`src/rtl/sar_pkg.sv`:
```
// sar_pkg: shared types, default sizes and the SAR trial-code step.
// Used by sar_bit_engine and sar_adc_ctrl_mc.
package sar_pkg;

    typedef enum logic [1:0] {IDLE, SAMPLE, CONVERT, DONE} state_t;

    localparam int NOB_DEF      = 10;
    localparam int CHANNELS_DEF = 4;

    // Resolve bit idx from the comparator, then raise the next trial bit.
    function automatic logic [31:0] next_code(input logic [31:0] code, input int idx, input logic comp);
        logic [31:0] c;
        c = code;
        if (!comp) c[idx] = 1'b0;
        if (idx > 0) c[idx-1] = 1'b1;
        return c;
    endfunction

endpackage

```
`src/rtl/sar_adc_ctrl_mc_if.sv`:
```
// sar_adc_ctrl_mc_if: controller bus (consumer handshake plus analog front-end).
// master: start, ch_sel, scan_en, comp_out out; sample, mux_ch, dac_code,
//         busy, digital_out, ch_out, EOC in.  slave: the mirror image.
interface sar_adc_ctrl_mc_if #(
    parameter int NOB  = 10,
    parameter int CH_W = 2
);
    logic            start;
    logic [CH_W-1:0] ch_sel;
    logic            scan_en;
    logic            comp_out;
    logic            sample;
    logic [CH_W-1:0] mux_ch;
    logic [NOB-1:0]  dac_code;
    logic            busy;
    logic [NOB-1:0]  digital_out;
    logic [CH_W-1:0] ch_out;
    logic            EOC;

    modport master (
        output start, ch_sel, scan_en, comp_out,
        input  sample, mux_ch, dac_code, busy, digital_out, ch_out, EOC
    );

    modport slave (
        input  start, ch_sel, scan_en, comp_out,
        output sample, mux_ch, dac_code, busy, digital_out, ch_out, EOC
    );

endinterface

```
`src/rtl/sar_bit_engine.sv`:
```
// sar_bit_engine: NOB-bit successive-approximation register with bit index.
// Ports: clk, rst (async active-low), load (start at MSB trial), step (resolve
// current bit with comp), clr (zero the code), comp; code (DAC trial code),
// nxt (code after a step), last (current bit is the LSB).
module sar_bit_engine
    import sar_pkg::*;
#(
    parameter int NOB = NOB_DEF
) (
    input  logic           clk,
    input  logic           rst,
    input  logic           load,
    input  logic           step,
    input  logic           clr,
    input  logic           comp,
    output logic [NOB-1:0] code,
    output logic [NOB-1:0] nxt,
    output logic           last
);

    localparam int IW = $clog2(NOB);
    localparam logic [NOB-1:0] MSB  = NOB'(1) << (NOB - 1);
    localparam logic [IW-1:0]  ITOP = IW'(NOB - 1);

    logic [NOB-1:0] code_q, code_d;
    logic [IW-1:0]  idx_q, idx_d;

    always_comb begin
        nxt    = NOB'(next_code(32'(code_q), int'(idx_q), comp));
        code_d = load ? MSB : clr ? '0 : step ? nxt : code_q;
        idx_d  = (load || clr) ? ITOP : (step && idx_q != '0) ? idx_q - 1'b1 : idx_q;
    end

    always_ff @(posedge clk or negedge rst) begin
        if (!rst) begin
            code_q <= '0;
            idx_q  <= ITOP;
        end else begin
            code_q <= code_d;
            idx_q  <= idx_d;
        end
    end

    assign code = code_q;
    assign last = (idx_q == '0);

endmodule

```
`src/rtl/sar_adc_ctrl_mc.sv`:
```
// sar_adc_ctrl_mc: multi-channel SAR ADC controller with start/busy/EOC
// handshake, programmable sampling phase and optional auto-scan.
// Ports: clk, rst (async active-low), bus (sar_adc_ctrl_mc_if.slave).
// Build option: SAR_SETTLE_EN stretches each bit slot to 1+SETTLE_CYC cycles.
module sar_adc_ctrl_mc
    import sar_pkg::*;
#(
    parameter int NOB        = NOB_DEF,
    parameter int CHANNELS   = CHANNELS_DEF,
    parameter int CH_W       = (CHANNELS > 1) ? $clog2(CHANNELS) : 1,
    parameter int SAMPLE_CYC = 2,
    parameter int SETTLE_CYC = 1
) (
    input  logic             clk,
    input  logic             rst,
    sar_adc_ctrl_mc_if.slave bus
);

`ifdef SAR_SETTLE_EN
    localparam int SLOT_LAST = SETTLE_CYC;
`else
    localparam int SLOT_LAST = 0;
`endif
    localparam int SC_W = $clog2(SAMPLE_CYC + 1);
    localparam int SL_W = $clog2(SETTLE_CYC + 2);
    localparam logic [SC_W-1:0] SC_LAST = SC_W'(SAMPLE_CYC - 1);
    localparam logic [SL_W-1:0] SL_LAST = SL_W'(SLOT_LAST);
    localparam logic [CH_W-1:0] CH_MAX  = CH_W'(CHANNELS - 1);

    state_t          state_q, state_d;
    logic            sample_q, sample_d;
    logic            busy_q, busy_d;
    logic            eoc_q, eoc_d;
    logic [CH_W-1:0] ch_q, ch_d;
    logic [CH_W-1:0] ch_out_q, ch_out_d;
    logic [NOB-1:0]  dout_q, dout_d;
    logic [SC_W-1:0] cnt_q, cnt_d;
    logic [SL_W-1:0] scnt_q, scnt_d;
    logic            load, step, clr, last;
    logic [NOB-1:0]  code, nxt;
    logic [CH_W-1:0] ch_clamp, ch_next;

    sar_bit_engine #(.NOB(NOB)) u_eng (
        .clk  (clk),
        .rst  (rst),
        .load (load),
        .step (step),
        .clr  (clr),
        .comp (bus.comp_out),
        .code (code),
        .nxt  (nxt),
        .last (last)
    );

    always_comb begin
        ch_clamp = (int'(bus.ch_sel) >= CHANNELS) ? CH_MAX : bus.ch_sel;
        ch_next  = (ch_q >= CH_MAX) ? '0 : ch_q + 1'b1;
        state_d  = state_q;
        sample_d = sample_q;
        busy_d   = busy_q;
        eoc_d    = 1'b0;
        ch_d     = ch_q;
        ch_out_d = ch_out_q;
        dout_d   = dout_q;
        cnt_d    = cnt_q;
        scnt_d   = scnt_q;
        load     = 1'b0;
        step     = 1'b0;
        clr      = 1'b0;
        case (state_q)
            IDLE: if (bus.start) begin
                state_d  = SAMPLE;
                sample_d = 1'b1;
                busy_d   = 1'b1;
                ch_d     = ch_clamp;
                cnt_d    = '0;
            end
            SAMPLE: if (cnt_q == SC_LAST) begin
                state_d  = CONVERT;
                sample_d = 1'b0;
                load     = 1'b1;
                scnt_d   = '0;
            end else begin
                cnt_d = cnt_q + 1'b1;
            end
            // comp_out matters only on the last edge of each bit slot
            CONVERT: if (scnt_q == SL_LAST) begin
                step   = 1'b1;
                scnt_d = '0;
                if (last) begin
                    state_d  = DONE;
                    dout_d   = nxt;
                    ch_out_d = ch_q;
                    eoc_d    = 1'b1;
                end
            end else begin
                scnt_d = scnt_q + 1'b1;
            end
            DONE: if (bus.scan_en) begin
                state_d  = SAMPLE;
                sample_d = 1'b1;
                ch_d     = ch_next;
                cnt_d    = '0;
            end else begin
                state_d = IDLE;
                busy_d  = 1'b0;
                clr     = 1'b1;
            end
            default: state_d = IDLE;
        endcase
    end

    always_ff @(posedge clk or negedge rst) begin
        if (!rst) begin
            state_q  <= IDLE;
            sample_q <= 1'b0;
            busy_q   <= 1'b0;
            eoc_q    <= 1'b0;
            ch_q     <= '0;
            ch_out_q <= '0;
            dout_q   <= '0;
            cnt_q    <= '0;
            scnt_q   <= '0;
        end else begin
            state_q  <= state_d;
            sample_q <= sample_d;
            busy_q   <= busy_d;
            eoc_q    <= eoc_d;
            ch_q     <= ch_d;
            ch_out_q <= ch_out_d;
            dout_q   <= dout_d;
            cnt_q    <= cnt_d;
            scnt_q   <= scnt_d;
        end
    end

    assign bus.sample      = sample_q;
    assign bus.mux_ch      = ch_q;
    assign bus.dac_code    = code;
    assign bus.busy        = busy_q;
    assign bus.digital_out = dout_q;
    assign bus.ch_out      = ch_out_q;
    assign bus.EOC         = eoc_q;

endmodule

```
`src/flat_wrapper.sv`:
```
// flat-port wrapper written by rule: the top's interface ports become plain ports
module sar_adc_ctrl_mc_flat import sar_pkg::*;
#(
    parameter int NOB        = NOB_DEF,
    parameter int CHANNELS   = CHANNELS_DEF,
    parameter int CH_W       = (CHANNELS > 1) ? $clog2(CHANNELS) : 1,
    parameter int SAMPLE_CYC = 2,
    parameter int SETTLE_CYC = 1
)
  (clk, rst, bus_start, bus_ch_sel, bus_scan_en, bus_comp_out, bus_sample, bus_mux_ch, bus_dac_code, bus_busy, bus_digital_out, bus_ch_out, bus_EOC);
  sar_adc_ctrl_mc_if #(.NOB(NOB), .CH_W(CH_W)) bus_i ();
  input  logic clk;
  input  logic rst;
  input wire logic [$bits(bus_i.start)-1:0] bus_start;
  input wire logic [$bits(bus_i.ch_sel)-1:0] bus_ch_sel;
  input wire logic [$bits(bus_i.scan_en)-1:0] bus_scan_en;
  input wire logic [$bits(bus_i.comp_out)-1:0] bus_comp_out;
  output wire logic [$bits(bus_i.sample)-1:0] bus_sample;
  output wire logic [$bits(bus_i.mux_ch)-1:0] bus_mux_ch;
  output wire logic [$bits(bus_i.dac_code)-1:0] bus_dac_code;
  output wire logic [$bits(bus_i.busy)-1:0] bus_busy;
  output wire logic [$bits(bus_i.digital_out)-1:0] bus_digital_out;
  output wire logic [$bits(bus_i.ch_out)-1:0] bus_ch_out;
  output wire logic [$bits(bus_i.EOC)-1:0] bus_EOC;
  assign bus_i.start = bus_start;
  assign bus_i.ch_sel = bus_ch_sel;
  assign bus_i.scan_en = bus_scan_en;
  assign bus_i.comp_out = bus_comp_out;
  assign bus_sample = bus_i.sample;
  assign bus_mux_ch = bus_i.mux_ch;
  assign bus_dac_code = bus_i.dac_code;
  assign bus_busy = bus_i.busy;
  assign bus_digital_out = bus_i.digital_out;
  assign bus_ch_out = bus_i.ch_out;
  assign bus_EOC = bus_i.EOC;
  sar_adc_ctrl_mc #(.NOB(NOB), .CHANNELS(CHANNELS), .CH_W(CH_W), .SAMPLE_CYC(SAMPLE_CYC), .SETTLE_CYC(SETTLE_CYC)) u_core (.clk(clk), .rst(rst), .bus(bus_i));
endmodule
```
`config.mk`:
```
export PLATFORM = sky130hd
export DESIGN_NAME = sar_adc_ctrl_mc_flat
export DESIGN_NICKNAME = d
export VERILOG_FILES = /design/src/rtl/sar_pkg.sv /design/src/rtl/sar_adc_ctrl_mc_if.sv /design/src/rtl/sar_bit_engine.sv /design/src/rtl/sar_adc_ctrl_mc.sv /design/src/flat_wrapper.sv
export SDC_FILE = /design/constraint.sdc
export NUM_CORES = 1
export LEC_CHECK = 0
export ABC_AREA = 1
export CORE_MARGIN = 2
export CORE_UTILIZATION = 55
export CTS_CLUSTER_SIZE = 16
export DETAILED_ROUTE_END_ITERATION = 16
export PLACE_DENSITY = 0.87
export SLEW_MARGIN = 20
export SYNTH_ARGS = -nofsm -noshare
export SYNTH_HDL_FRONTEND = slang
export SYNTH_SLANG_ARGS = --single-unit
```
`constraint.sdc`:
```
create_clock -name clk -period 4.44 [get_ports clk]
set_input_delay 0.666 -clock clk [delete_from_list [all_inputs] [get_ports clk]]
set_output_delay 0.666 -clock clk [all_outputs]
set_load 0.02 [all_outputs]
```
* Word-level counts from Yosys, hierarchy flattened
Cells that the tools add are included.
Storage, ports and cells: bits of input ports 7, word-level logic and storage cells 99, register bits after elaboration 37, output and inout bits 27
Cells by class: bitwise operators 3, multiplexer cells 43, add/subtract/negate cells 5, equality and inequality tests 11, reductions and logical operators 20, $lt $le $gt $ge 6
Operators by type and width (number):
- $mux W10 | 5
- $mux W2 | 12
- $mux W1 | 16
- $reduce_and A4 Y1 | 3
- $and A10 B10 Y10 | 1
- $not A10 Y10 | 1
- $or A10 B10 Y10 | 1
- $reduce_and A3 Y1 | 3
- $mux W4 | 2
- $ne A2 B2 Y1 const B | 4
- $pmux W2 S2 | 2
- $pmux W2 S4 | 1
- $lt A5 B7 Y1 const B | 1
- $add A2 B1 Y2 const B | 3
- $lt A4 B6 Y1 const B | 1
- $ne A2 B1 Y1 const B | 3
- $pmux W2 S3 | 1
- $reduce_bool A2 Y1 | 3
- $reduce_bool A3 Y1 | 2
- $demux W1 S5 | 1
- $ge A5 B1 Y1 const B | 1
- $sub A4 B1 Y5 const B | 1
- $demux W1 S4 | 1
- $eq A2 B1 Y1 const B | 2
- 13 further kinds | 17

* Longest topological paths before layout
Gate-level depths: netlist of run 1.
depth in word-level cells 12, gate-level depth with buffers 10, gate-level depth less buffers 10

* Cells and area by module
From an unflattened synthesis of run 1, not the netlist that was laid out.
Unflattened totals: cells, all modules 271, area, all modules 2062.0 µm²
By module, submodules not included:
- sar_adc_ctrl_mc | times used 1, cells each 150, sequential area each 575.6 µm², area an instance 1178.6 µm²
- sar_bit_engine | times used 1, cells each 121, sequential area each 352.8 µm², area an instance 883.3 µm²

* Least setup slack after synthesis of run 1
No wires, ideal clock.
path kind flip-flop to flip-flop, start point register u_core.u_eng.idx_q[0], end point register u_core.u_eng.code_q[8], in the netlist u_core.u_eng.code[8], setup time 0.066 ns, stages on the path, launching flop included 11, data required time 4.374 ns, path buffers 1, clock period less this slack 1.535 ns, arrival time 1.470 ns, path slack 2.905 ns, cells stage by stage dfstp_2 inv_1 ha_1 clkbuf_2 inv_1 nand2_1 a21oi_1 nand3_1 nand2_1 nand2_1 nand2_1
On the way: word-level cells in the longest chain between the ends 12, elaborated cells between the ends (all ways) 20, those cells by class 1 x add/sub; 5 x order compare; 9 x mux; 3 x bitwise; 2 x reduce/logical
Ends and longest elaborated chain:
- start: declaration | RTL line sar_bit_engine.sv:26 | logic [IW-1:0] idx_q, idx_d;
- start signal: assignment | RTL line sar_bit_engine.sv:40 | idx_q <= idx_d;
- branches (longest 8 deep; another with $lt A5 B7 Y1)
- $mux W10 * | RTL line sar_pkg.sv:15 | if (idx > 0) c[idx-1] = 1'b1;
- $mux W10 * (3 in a row) | RTL line sar_bit_engine.sv:30 | code_d = load ? MSB : clr ? '0 : step ? nxt : code_q;
- end signal: assignment | RTL line sar_bit_engine.sv:39 | code_q <= code_d;
- end: declaration | RTL line sar_bit_engine.sv:25 | logic [NOB-1:0] code_q, code_d;
Mark *: on every way between the ends. The select of a mux whose other input is x is not followed. A chain may end at the register's enable or synchronous reset.

* Worst setup path after layout of run 1
start point register u_core.u_eng.code_q[9], in the netlist u_core.u_eng.code[9], end point output port bus_dac_code[9]
RTL lines:
- end: declaration | RTL line flat_wrapper.sv:20 | output wire logic [$bits(bus_i.dac_code)-1:0] bus_dac_code;
No word-level cell between the ends.

==> metrics.txt, run 1 <==
vias in the first global route 1751; Comb pwr share 0.565; fin util 0.690; Critical Path Slowest Stage Cell clkdlybuf4s50_1; WP data required 3.77 ns; Post-Layout Inst Area 2490 um^2; Pwr Density 785 nW/um^2; RePlAce Congestion 0.904; CP max stage delay 0.63 ns; hold_ws 0.447 ns; Placed Area 2390 um^2; Critical R2R Capture u_core.bus.ch_out[1]; Setup TNS Final 0 ns; hold-fix buffers at CTS 0; starting density of the core 0.563; Detail Route Antenna Nets 0; Final WS setup 2.45 ns; MaxCap Viol Count 0; Post-Syn Area 2030 um^2; largest net degree at the start of global routing 38; DR iter-0 viols 83; I/O Pins 34; Post-Route WL 4170 um; Remaining DRCs 0; I/O Buffers 33; Crit Path Max Fanout 3; most common cell after layout, fill and taps aside nand2_1; Antenna diodes 0; VDD IR max 0.475 mV; Cell Chain, Critical Path clkdlybuf4s50_1; Int Power 1.04 mW; critical path endpoint category output pin; Initial DRT Pass Iterations 4; # fillers 302; Place WS 2.35 ns; startpoint types flip-flop; CTS root buf clkbuf_8; YS warnings 0; global route overflow 0; CTS HTree Levels 2; Fin. Hold Viols 0; Syn Area/Cell 7.91 um^2; post-synthesis sequential area ratio 0.457; Core Rows 22; clock network fraction of total power 0.128; initial antenna violation count 0; Syn Nets 277; hold crit path type input port to asynchronous set/reset pin; CTS resizes 0; Core Area 3610 um^2; area delta synth->final 22.5%; max frequency 504 MHz; Leak 1.27 nW; TritonCTS Buffers 5; CTS clk-pin slew, worst paths 0.08 ns; Final #Nets 314; RSZ-0062 raised after global routing no; Switching Fraction 0.468; final period utilization 0.447; Max Slew Vio Count 0; Cell variety after synth 26; Non-Filler Instances 343; Vias/cell 5.16; final setup fails 0; die width 64.8 um; register area 928 um^2; detailed placement HPWL 3150 um; RR Startpoint u_core.u_eng.idx_q[0]; Yosys reg bits 37; Reg2Reg Depth 7; drt wl/cell 12.2 um; Inst Count DP 335; Crit Path Class flip-flop to output pin; multi-input logic area 978 um^2; Clock Latency Late Sink 0.30 ns; Sw Pwr 915 uW; Worst Skew 0.00831 ns; Worst EP arrival 1.32 ns; Power, Total 1.95 mW; first-pass GRT wire length 7450 um; postcts setup bufs 0; most frequent cells in the layout nand2_1 (100), dfrtp_1 (35), clkdlybuf4s50_1 (32), o21ai_0 (27), inv_1 (25); Crit path buffers/inverters 1; Die ar. 4200 um^2; TritonCTS clock tree done; Top Family by Delay on Critical Path buffers and inverters; Die H 64.8 um; worst-margin pin slew 0.796 ns; Vias 1769; CTS sink count 37; status completed; share of cells above drive strength 1 0.0847; gate count after technology mapping 257; gr usage total 0.235; r2r setup slk 2.66 ns; Seq pwr share 0.308; relative slew slack 0.469; Max Buffers Root-to-Sink 2; crit path time final 1.99 ns
state kept, by name, summed over array words and instances (netlist names):
signal                  count
u_core.bus.EOC              1
u_core.bus.busy             1
u_core.bus.ch_out           2
u_core.bus.digital_out     10
u_core.bus.mux_ch           2
u_core.bus.sample           1
u_core.cnt_q                2
u_core.scnt_q               2
u_core.state_q              2
u_core.u_eng.code          10
u_core.u_eng.idx_q          4
cell usage after synthesis:
master,n,area share
ha_1,13,0.080
o31ai_1,1,0.0037
inv_2,2,0.0037
nand2_2,4,0.012
nor2_2,2,0.0062
nand2_4,2,0.011
nor3_1,1,0.0025
nor2_1,6,0.011
mux2i_1,1,0.0049
nor2_4,3,0.017
dfrtp_1,35,0.43
a211oi_1,1,0.0037
o22ai_1,2,0.0062
inv_1,25,0.046
o21ai_0,27,0.067
nand2_1,100,0.18
a21boi_0,1,0.0037
a21oi_2,1,0.0043
clkbuf_2,1,0.0025
nand4_1,2,0.0062
a21boi_1,1,0.0037
a21oi_1,5,0.012
nand3_1,17,0.042
buf_6,1,0.0055
buf_4,1,0.0037
dfstp_2,2,0.026
kinds of logic after synthesis:
group	synth area share
simple gates	0.292
flops	0.457
fa+ha+maj	0.0801
mux	0.00493
buf+inv	0.0616
compound gates	0.104
per-layer routing:
layer | vias to the layer above | GRT usage | routed length (um)
met5 | - | 0 | 0
met4 | 0 | 0.0878 | 63
met3 | 7 | 0.0781 | 235
met2 | 50 | 0.421 | 2100
met1 | 809 | 0.257 | 1770
li1 | 903 | - | -
power groups by stage:
stage / Sequential [mW] / Combinational [mW] / Clock (mW)
3_5_place_dp: 0.605 / 1.11 / 0
3_3_place_gp: 0.603 / 1.07 / 0
5_1_grt: 0.621 / 1.24 / 0.273
6_report: 0.601 / 1.10 / 0.249
4_1_cts: 0.601 / 1.11 / 0.254
2_1_floorplan: 0.723 / 0.597 / 0
worst max path at each step:
stage,from,end,slack [ns],cells after the start
2_1_floorplan,u_core.u_eng.idx_q[0],u_core.u_eng.code[8],2.90,10
3_5_place_dp,bus_scan_en,u_core.cnt_q[1],2.35,7
4_1_cts,u_core.bus.mux_ch[0],bus_mux_ch[0],2.44,1
6_report,u_core.u_eng.code[9],bus_dac_code[9],2.45,1
3_3_place_gp,bus_scan_en,u_core.u_eng.code[9],2.43,7
5_1_grt,u_core.u_eng.code[8],bus_dac_code[8],2.41,1
worst reg2reg max path: stages (launching register included):
cell	delay, ns
dfstp_2	0.38
inv_1	0.18
ha_1	0.42
nand2_4	0.10
nor2_4	0.25
inv_2	0.19
nand2_1	0.09
o21ai_0	0.07
final cells by class:
| cell class | count | share of cell area |
|---|---|---|
| clock inverters | 2 | 0.00553 |
| well taps | 48 | 0.0241 |
| flip-flops and latches | 37 | 0.373 |
| inverters | 27 | 0.0407 |
| multi-input cells | 190 | 0.393 |
| clock buffers | 6 | 0.0332 |
| repair buffers | 33 | 0.131 |
Power figures use the tool's default switching activity.
==> run 2, diff against run 1 <==
--- a/config.mk
+++ b/config.mk
@@ -7,10 +7,10 @@
 export LEC_CHECK = 0
 export ABC_AREA = 1
 export CORE_MARGIN = 2
-export CORE_UTILIZATION = 55
+export CORE_UTILIZATION = 48
 export CTS_CLUSTER_SIZE = 16
 export DETAILED_ROUTE_END_ITERATION = 16
-export PLACE_DENSITY = 0.87
+export PLACE_DENSITY = 0.81
 export SLEW_MARGIN = 20
 export SYNTH_ARGS = -nofsm -noshare
 export SYNTH_HDL_FRONTEND = slang
==> constraint.sdc (replaced) <==
create_clock -name clk -period 1.6 [get_ports clk]
set_input_delay 0.24 -clock clk [delete_from_list [all_inputs] [get_ports clk]]
set_output_delay 0.24 -clock clk [all_outputs]
set_load 0.02 [all_outputs]
==> metrics.txt, run 2 (same netlist as run 1, synthesis figures left out) <==
RSZ-0062 raised after global routing yes (was no); Placed Area 2470 um^2 (was 2390 um^2); final period utilization 0.983; Die H 69.1 um (was 64.8 um); largest net degree at the start of global routing 24 (was 38); WL met3 274 um (was 235 um); RePlAce Congestion 0.847 (was 0.904); Max Slew Vio Count 0 (unchanged); M1 WL 1910 um (was 1770 um); Vias/cell 5.23 (was 5.16); hold crit path type input port to asynchronous set/reset pin (unchanged); Die ar. 4770 um^2 (was 4200 um^2); Setup TNS Final 0 ns (unchanged); RR Startpoint u_core.u_eng.idx_q[0] (unchanged); Max Buffers Root-to-Sink 2 (unchanged); area delta synth->final 30.1% (was 22.5%); Reg2Reg Depth 9 (was 7); Initial DRT Pass Iterations 4 (unchanged); met2 wire len 2230 um (was 2100 um); starting density of the core 0.504 (was 0.563); most common cell after layout, fill and taps aside nand2_1 (unchanged); TritonCTS Buffers 5 (unchanged); I/O Buffers 33 (unchanged); Clock Latency Late Sink 0.29 ns (was 0.30 ns); gr usage total 0.198 (was 0.235); Power, Total 5.79 mW (was 1.95 mW); startpoint types flip-flop (unchanged); MaxCap Viol Count 0 (unchanged); vias in the first global route 1785 (was 1751); Cell Chain, Critical Path clkdlybuf4s50_1 (unchanged); Highest Signal Layer met4 (unchanged); Detail Route Antenna Nets 0 (unchanged); Final #Nets 324 (was 314); CTS clk-pin slew, worst paths 0.08 ns (about the same); CTS root buf clkbuf_8 (unchanged); r2r setup slk 0.07 ns (was 2.66 ns); Inst Count DP 345 (was 335); Post-Layout Inst Area 2640 um^2 (was 2490 um^2); Critical R2R Capture u_core.bus.digital_out[9] (was u_core.bus.ch_out[1]); die width 69.1 um (was 64.8 um); CTS HTree Levels 2 (unchanged); Vias 1856 (was 1769); most frequent cells in the layout nand2_1 (98), dfrtp_1 (35), clkdlybuf4s50_1 (32), o21ai_0 (26), inv_1 (21) (was nand2_1 (100), dfrtp_1 (35), clkdlybuf4s50_1 (32), o21ai_0 (27), inv_1 (25)); Fin. Hold Viols 0 (unchanged); Core Rows 23 (was 22); max frequency 636 MHz; Crit Path Class flip-flop to output pin (unchanged); Critical Path Slowest Stage Cell clkdlybuf4s50_1 (unchanged); status completed (unchanged); Worst EP arrival 1.33 ns (was 1.32 ns); Worst setup startpoint u_core.bus.mux_ch[0] (was u_core.u_eng.code[9]); WP data required 1.36 ns (was 3.77 ns); CTS sink count 37 (unchanged); hold_ws 0.400 ns (was 0.447 ns); Remaining DRCs 0 (unchanged); final setup fails 0 (unchanged); Worst Skew 0.00626 ns (was 0.00831 ns); worst-margin pin slew 0.379 ns (was 0.796 ns); Core Area 4030 um^2 (was 3610 um^2); DR iter-0 viols 99 (was 83); share of cells above drive strength 1 0.154 (was 0.0847); Place WS -0.00978 ns (was 2.35 ns); relative slew slack 0.748 (was 0.469); global route overflow 0 (unchanged); Crit path buffers/inverters 1 (unchanged); Non-Filler Instances 355 (was 343); Crit Path Max Fanout 4 (was 3); Final WS setup 0.0265 ns (was 2.45 ns); TritonCTS clock tree done (unchanged); I/O Pins 34 (unchanged); Antenna diodes 0 (unchanged); critical path endpoint category output pin (unchanged); VDD IR max 1.27 mV (was 0.475 mV); fin util 0.656 (was 0.690); crit path time final 1.57 ns; initial antenna violation count 0 (unchanged); first-pass GRT wire length 7670 um (was 7450 um); Pwr Density 2190 nW/um^2 (was 785 nW/um^2); CP max stage delay 0.63 ns (about the same); Leak 1.32 nW (was 1.27 nW); detailed placement HPWL 3320 um (was 3150 um); Top Family by Delay on Critical Path buffers and inverters (unchanged); Post-Route WL 4500 um (was 4170 um); drt wl/cell 12.7 um (was 12.2 um)
==> run 2: worst reg2reg max path, stage by stage, from the launching register on <==
cell	delay, ns
dfstp_2	0.56
inv_2	0.07
buf_4	0.16
ha_2	0.20
inv_1	0.09
a21oi_2	0.04
nand3_1	0.10
nand2_1	0.09
nand2_1	0.07
nand2_1	0.05
==> run 2: what timing repair did <==
action,in CTS,in global routing
setup buffers,0,1
endpoints found under the setup margin,5,23
hold buffers,1,0
gates cloned,0,0
endpoints found under the hold margin,12,0
resized for setup,1,16
==> run 2: worst max path at each step <==
stage,to,slack (ns),cells past startpoint
global route,u_core.state_q[0],-0.02,9
floorplan,u_core.u_eng.code[8],0.06,10
detailed placement,u_core.bus.digital_out[8],-0.01,9
finish,bus_mux_ch[0],0.03,1
CTS,u_core.bus.digital_out[9],0.01,9
global placement,u_core.bus.digital_out[8],0.02,9
==> run 2: power by group <==
group          internal [mW]  switching (mW)
Clock                  0.398           0.347
Combinational           1.36            2.01
Sequential              1.36           0.310
==> run 2: layer usage <==
layer,global-route usage,vias to the layer above
li1,-,919
met1,0.238,868
met2,0.349,60
met3,0.0424,9
met4,0.0697,0
met5,0,-
==> run 2: cell type report <==
class | count | area (um^2)
clock inverters | 1 | 8.76
flip-flops and latches | 37 | 928
well taps | 50 | 62.6
fillers | 339 | 1390
multi-input cells | 190 | 1030
inverters | 27 | 101
clock buffers | 7 | 96.3
repair buffers | 43 | 415
==> run 3, diff against run 2 <==
--- a/config.mk
+++ b/config.mk
@@ -10,7 +10,7 @@
 export CORE_UTILIZATION = 48
 export CTS_CLUSTER_SIZE = 16
 export DETAILED_ROUTE_END_ITERATION = 16
-export PLACE_DENSITY = 0.81
+export PLACE_DENSITY = 0.76
 export SLEW_MARGIN = 20
 export SYNTH_ARGS = -nofsm -noshare
 export SYNTH_HDL_FRONTEND = slang
==> constraint.sdc (replaced) <==
create_clock -name clk -period 1.6 [get_ports clk]
set_input_delay 0.16 -clock clk [delete_from_list [all_inputs] [get_ports clk]]
set_output_delay 0.16 -clock clk [all_outputs]
set_load 0.02 [all_outputs]
==> metrics.txt, run 3 (same netlist as run 1, synthesis figures left out) <==
status completed (unchanged); Placed Area 2480 um^2 (was 2470 um^2); RePlAce Congestion 0.846 (was 0.847); relative slew slack 0.715 (was 0.748); vias in the first global route 1787 (was 1785); first-pass GRT wire length 7690 um (was 7670 um); Detail Route Antenna Nets 0 (unchanged); Core Rows 23 (unchanged); WP data required 1.79 ns (was 1.36 ns); drt wl/cell 12.5 um (was 12.7 um); Reg2Reg Depth 10 (was 9); Core Area 4030 um^2 (unchanged); initial antenna violation count 0 (unchanged); Critical R2R Capture u_core.bus.digital_out[4] (was u_core.bus.digital_out[9]); Clock Latency Late Sink 0.29 ns (about the same); final period utilization 0.942 (was 0.983); share of cells above drive strength 1 0.182 (was 0.154); DR iter-0 viols 78 (was 99); Crit Path Class flip-flop to flip-flop (was flip-flop to output pin); CTS clk-pin slew, worst paths 0.08 ns (about the same); most frequent cells in the layout nand2_1 (99), dfrtp_1 (34), clkdlybuf4s50_1 (32), o21ai_0 (26), inv_1 (18) (was nand2_1 (98), dfrtp_1 (35), clkdlybuf4s50_1 (32), o21ai_0 (26), inv_1 (21)); Post-Route WL 4480 um (was 4500 um); # fillers 333 (was 339); Crit Path Max Fanout 7 (was 4); Worst setup startpoint u_core.u_eng.idx_q[0] (was u_core.bus.mux_ch[0]); max frequency 663 MHz (was 636 MHz); global route overflow 0 (unchanged); I/O Pins 34 (unchanged); TritonCTS Buffers 5 (unchanged); Antenna diodes 0 (unchanged); critical path endpoint category flip-flop (was output pin); I/O Buffers 33 (unchanged); area delta synth->final 32.6% (was 30.1%); CTS sink count 37 (unchanged); largest net degree at the start of global routing 21 (was 24); Post-Layout Inst Area 2700 um^2 (was 2640 um^2); CTS root buf clkbuf_8 (unchanged); final setup fails 0 (unchanged); most common cell after layout, fill and taps aside nand2_1 (unchanged); Die H 69.1 um (unchanged); Vias 1823 (was 1856); die width 69.1 um (unchanged); TritonCTS clock tree done (unchanged); Setup TNS Final 0 ns (unchanged); register area 930 um^2 (was 928 um^2); gr usage total 0.198 (about the same); Worst Skew 0.00765 ns (was 0.00626 ns); Fin. Hold Viols 0 (unchanged); startpoint types flip-flop (unchanged); Vias/cell 5.09 (was 5.23); r2r setup slk 0.09 ns (was 0.07 ns); starting density of the core 0.504 (unchanged); Initial DRT Pass Iterations 4 (unchanged); RR Startpoint u_core.u_eng.idx_q[0] (unchanged); Max Slew Vio Count 0 (unchanged); Leak 1.33 nW (was 1.32 nW); hold_ws 0.339 ns (was 0.400 ns); Pwr Density 2210 nW/um^2 (was 2190 nW/um^2); worst-margin pin slew 0.428 ns (was 0.379 ns); Worst EP arrival 1.70 ns (was 1.33 ns); MaxCap Viol Count 0 (unchanged); crit path time final 1.51 ns (was 1.57 ns); Max Buffers Root-to-Sink 2 (unchanged); Final #Nets 327 (was 324); Die ar. 4770 um^2 (unchanged); multi-input logic area 1050 um^2 (was 1030 um^2); hold crit path type input port to asynchronous set/reset pin (unchanged); VDD IR max 1.11 mV (was 1.27 mV); Remaining DRCs 0 (unchanged); CTS HTree Levels 2 (unchanged); detailed placement HPWL 3290 um (was 3320 um)
## run 3: changes by cell type in the layout (fill, tap and decap cells not counted), sizes merged
cell	before	now
inv	28	27
clkinvlp	0	1
clkbuf	7	5
buf	10	13
clkinv	0	1
bufinv	0	1
## run 3: stage by stage
step / util / std cells / total power [mW] / setup slack [ns]
floorplan: - / 257 / 3.66 / 0.0648
global placement: 0.615 / 346 / 4.82 / 0.0531
detailed placement: 0.615 / 346 / 4.88 / 0.0280
CTS: 0.646 / 355 / 5.74 / 0.0397
global route: 0.669 / 358 / 6.44 / -0.00227
finish: 0.669 / 358 / 5.96 / 0.0923
## run 3: worst max-delay path, stage by stage, from the launching register on
cell	delay (ns)
dfstp_2	0.56
inv_2	0.07
ha_2	0.20
inv_2	0.06
nand2_2	0.06
nand2_4	0.12
nor2_4	0.05
nand3_1	0.10
nand2_1	0.07
nand2_1	0.06
nand2_1	0.04
## run 3: worst max-delay path by stage
stage	to	slack (ns)	cells past startpoint
2_1_floorplan	u_core.u_eng.code[8]	0.06	10
3_3_place_gp	u_core.bus.digital_out[8]	0.05	9
3_5_place_dp	u_core.bus.digital_out[8]	0.03	9
4_1_cts	u_core.bus.digital_out[9]	0.04	9
5_1_grt	u_core.state_q[0]	-0.002	9
6_report	u_core.bus.digital_out[4]	0.09	10
## run 3: cell type report
type | count | share of cell area
multi-input combinational | 190 | 0.389
sequential | 37 | 0.345
inverter | 27 | 0.0376
timing repair buffer | 46 | 0.162
clock buffer | 5 | 0.0255
tap | 50 | 0.0232
clock inverter | 3 | 0.0172
## run 3: power by group
part / internal, mW / switching [mW] / leakage, nW
clock: 0.466 / 0.349 / 0.0543
sequential: 1.37 / 0.324 / 0.469
combinational: 1.44 / 2.01 / 0.811
total: 3.27 / 2.69 / 1.33
## run 3: metal layers
metal	vias up	global-route usage	share of wire
met5	-	0	0
met1	857	0.227	0.42
met2	40	0.355	0.52
met4	0	0.0697	0.011
li1	920	-	-
met3	6	0.0512	0.048
## run 3: repair_timing
| item | in CTS | in global routing |
|---|---|---|
| buffers inserted | 0 | 3 |
| setup endpoints to repair | 2 | 23 |
| hold endpoints to repair | 15 | 0 |
| hold buffers | 1 | 0 |
| resized for setup | 1 | 24 |
| pin swaps | 0 | 3 |
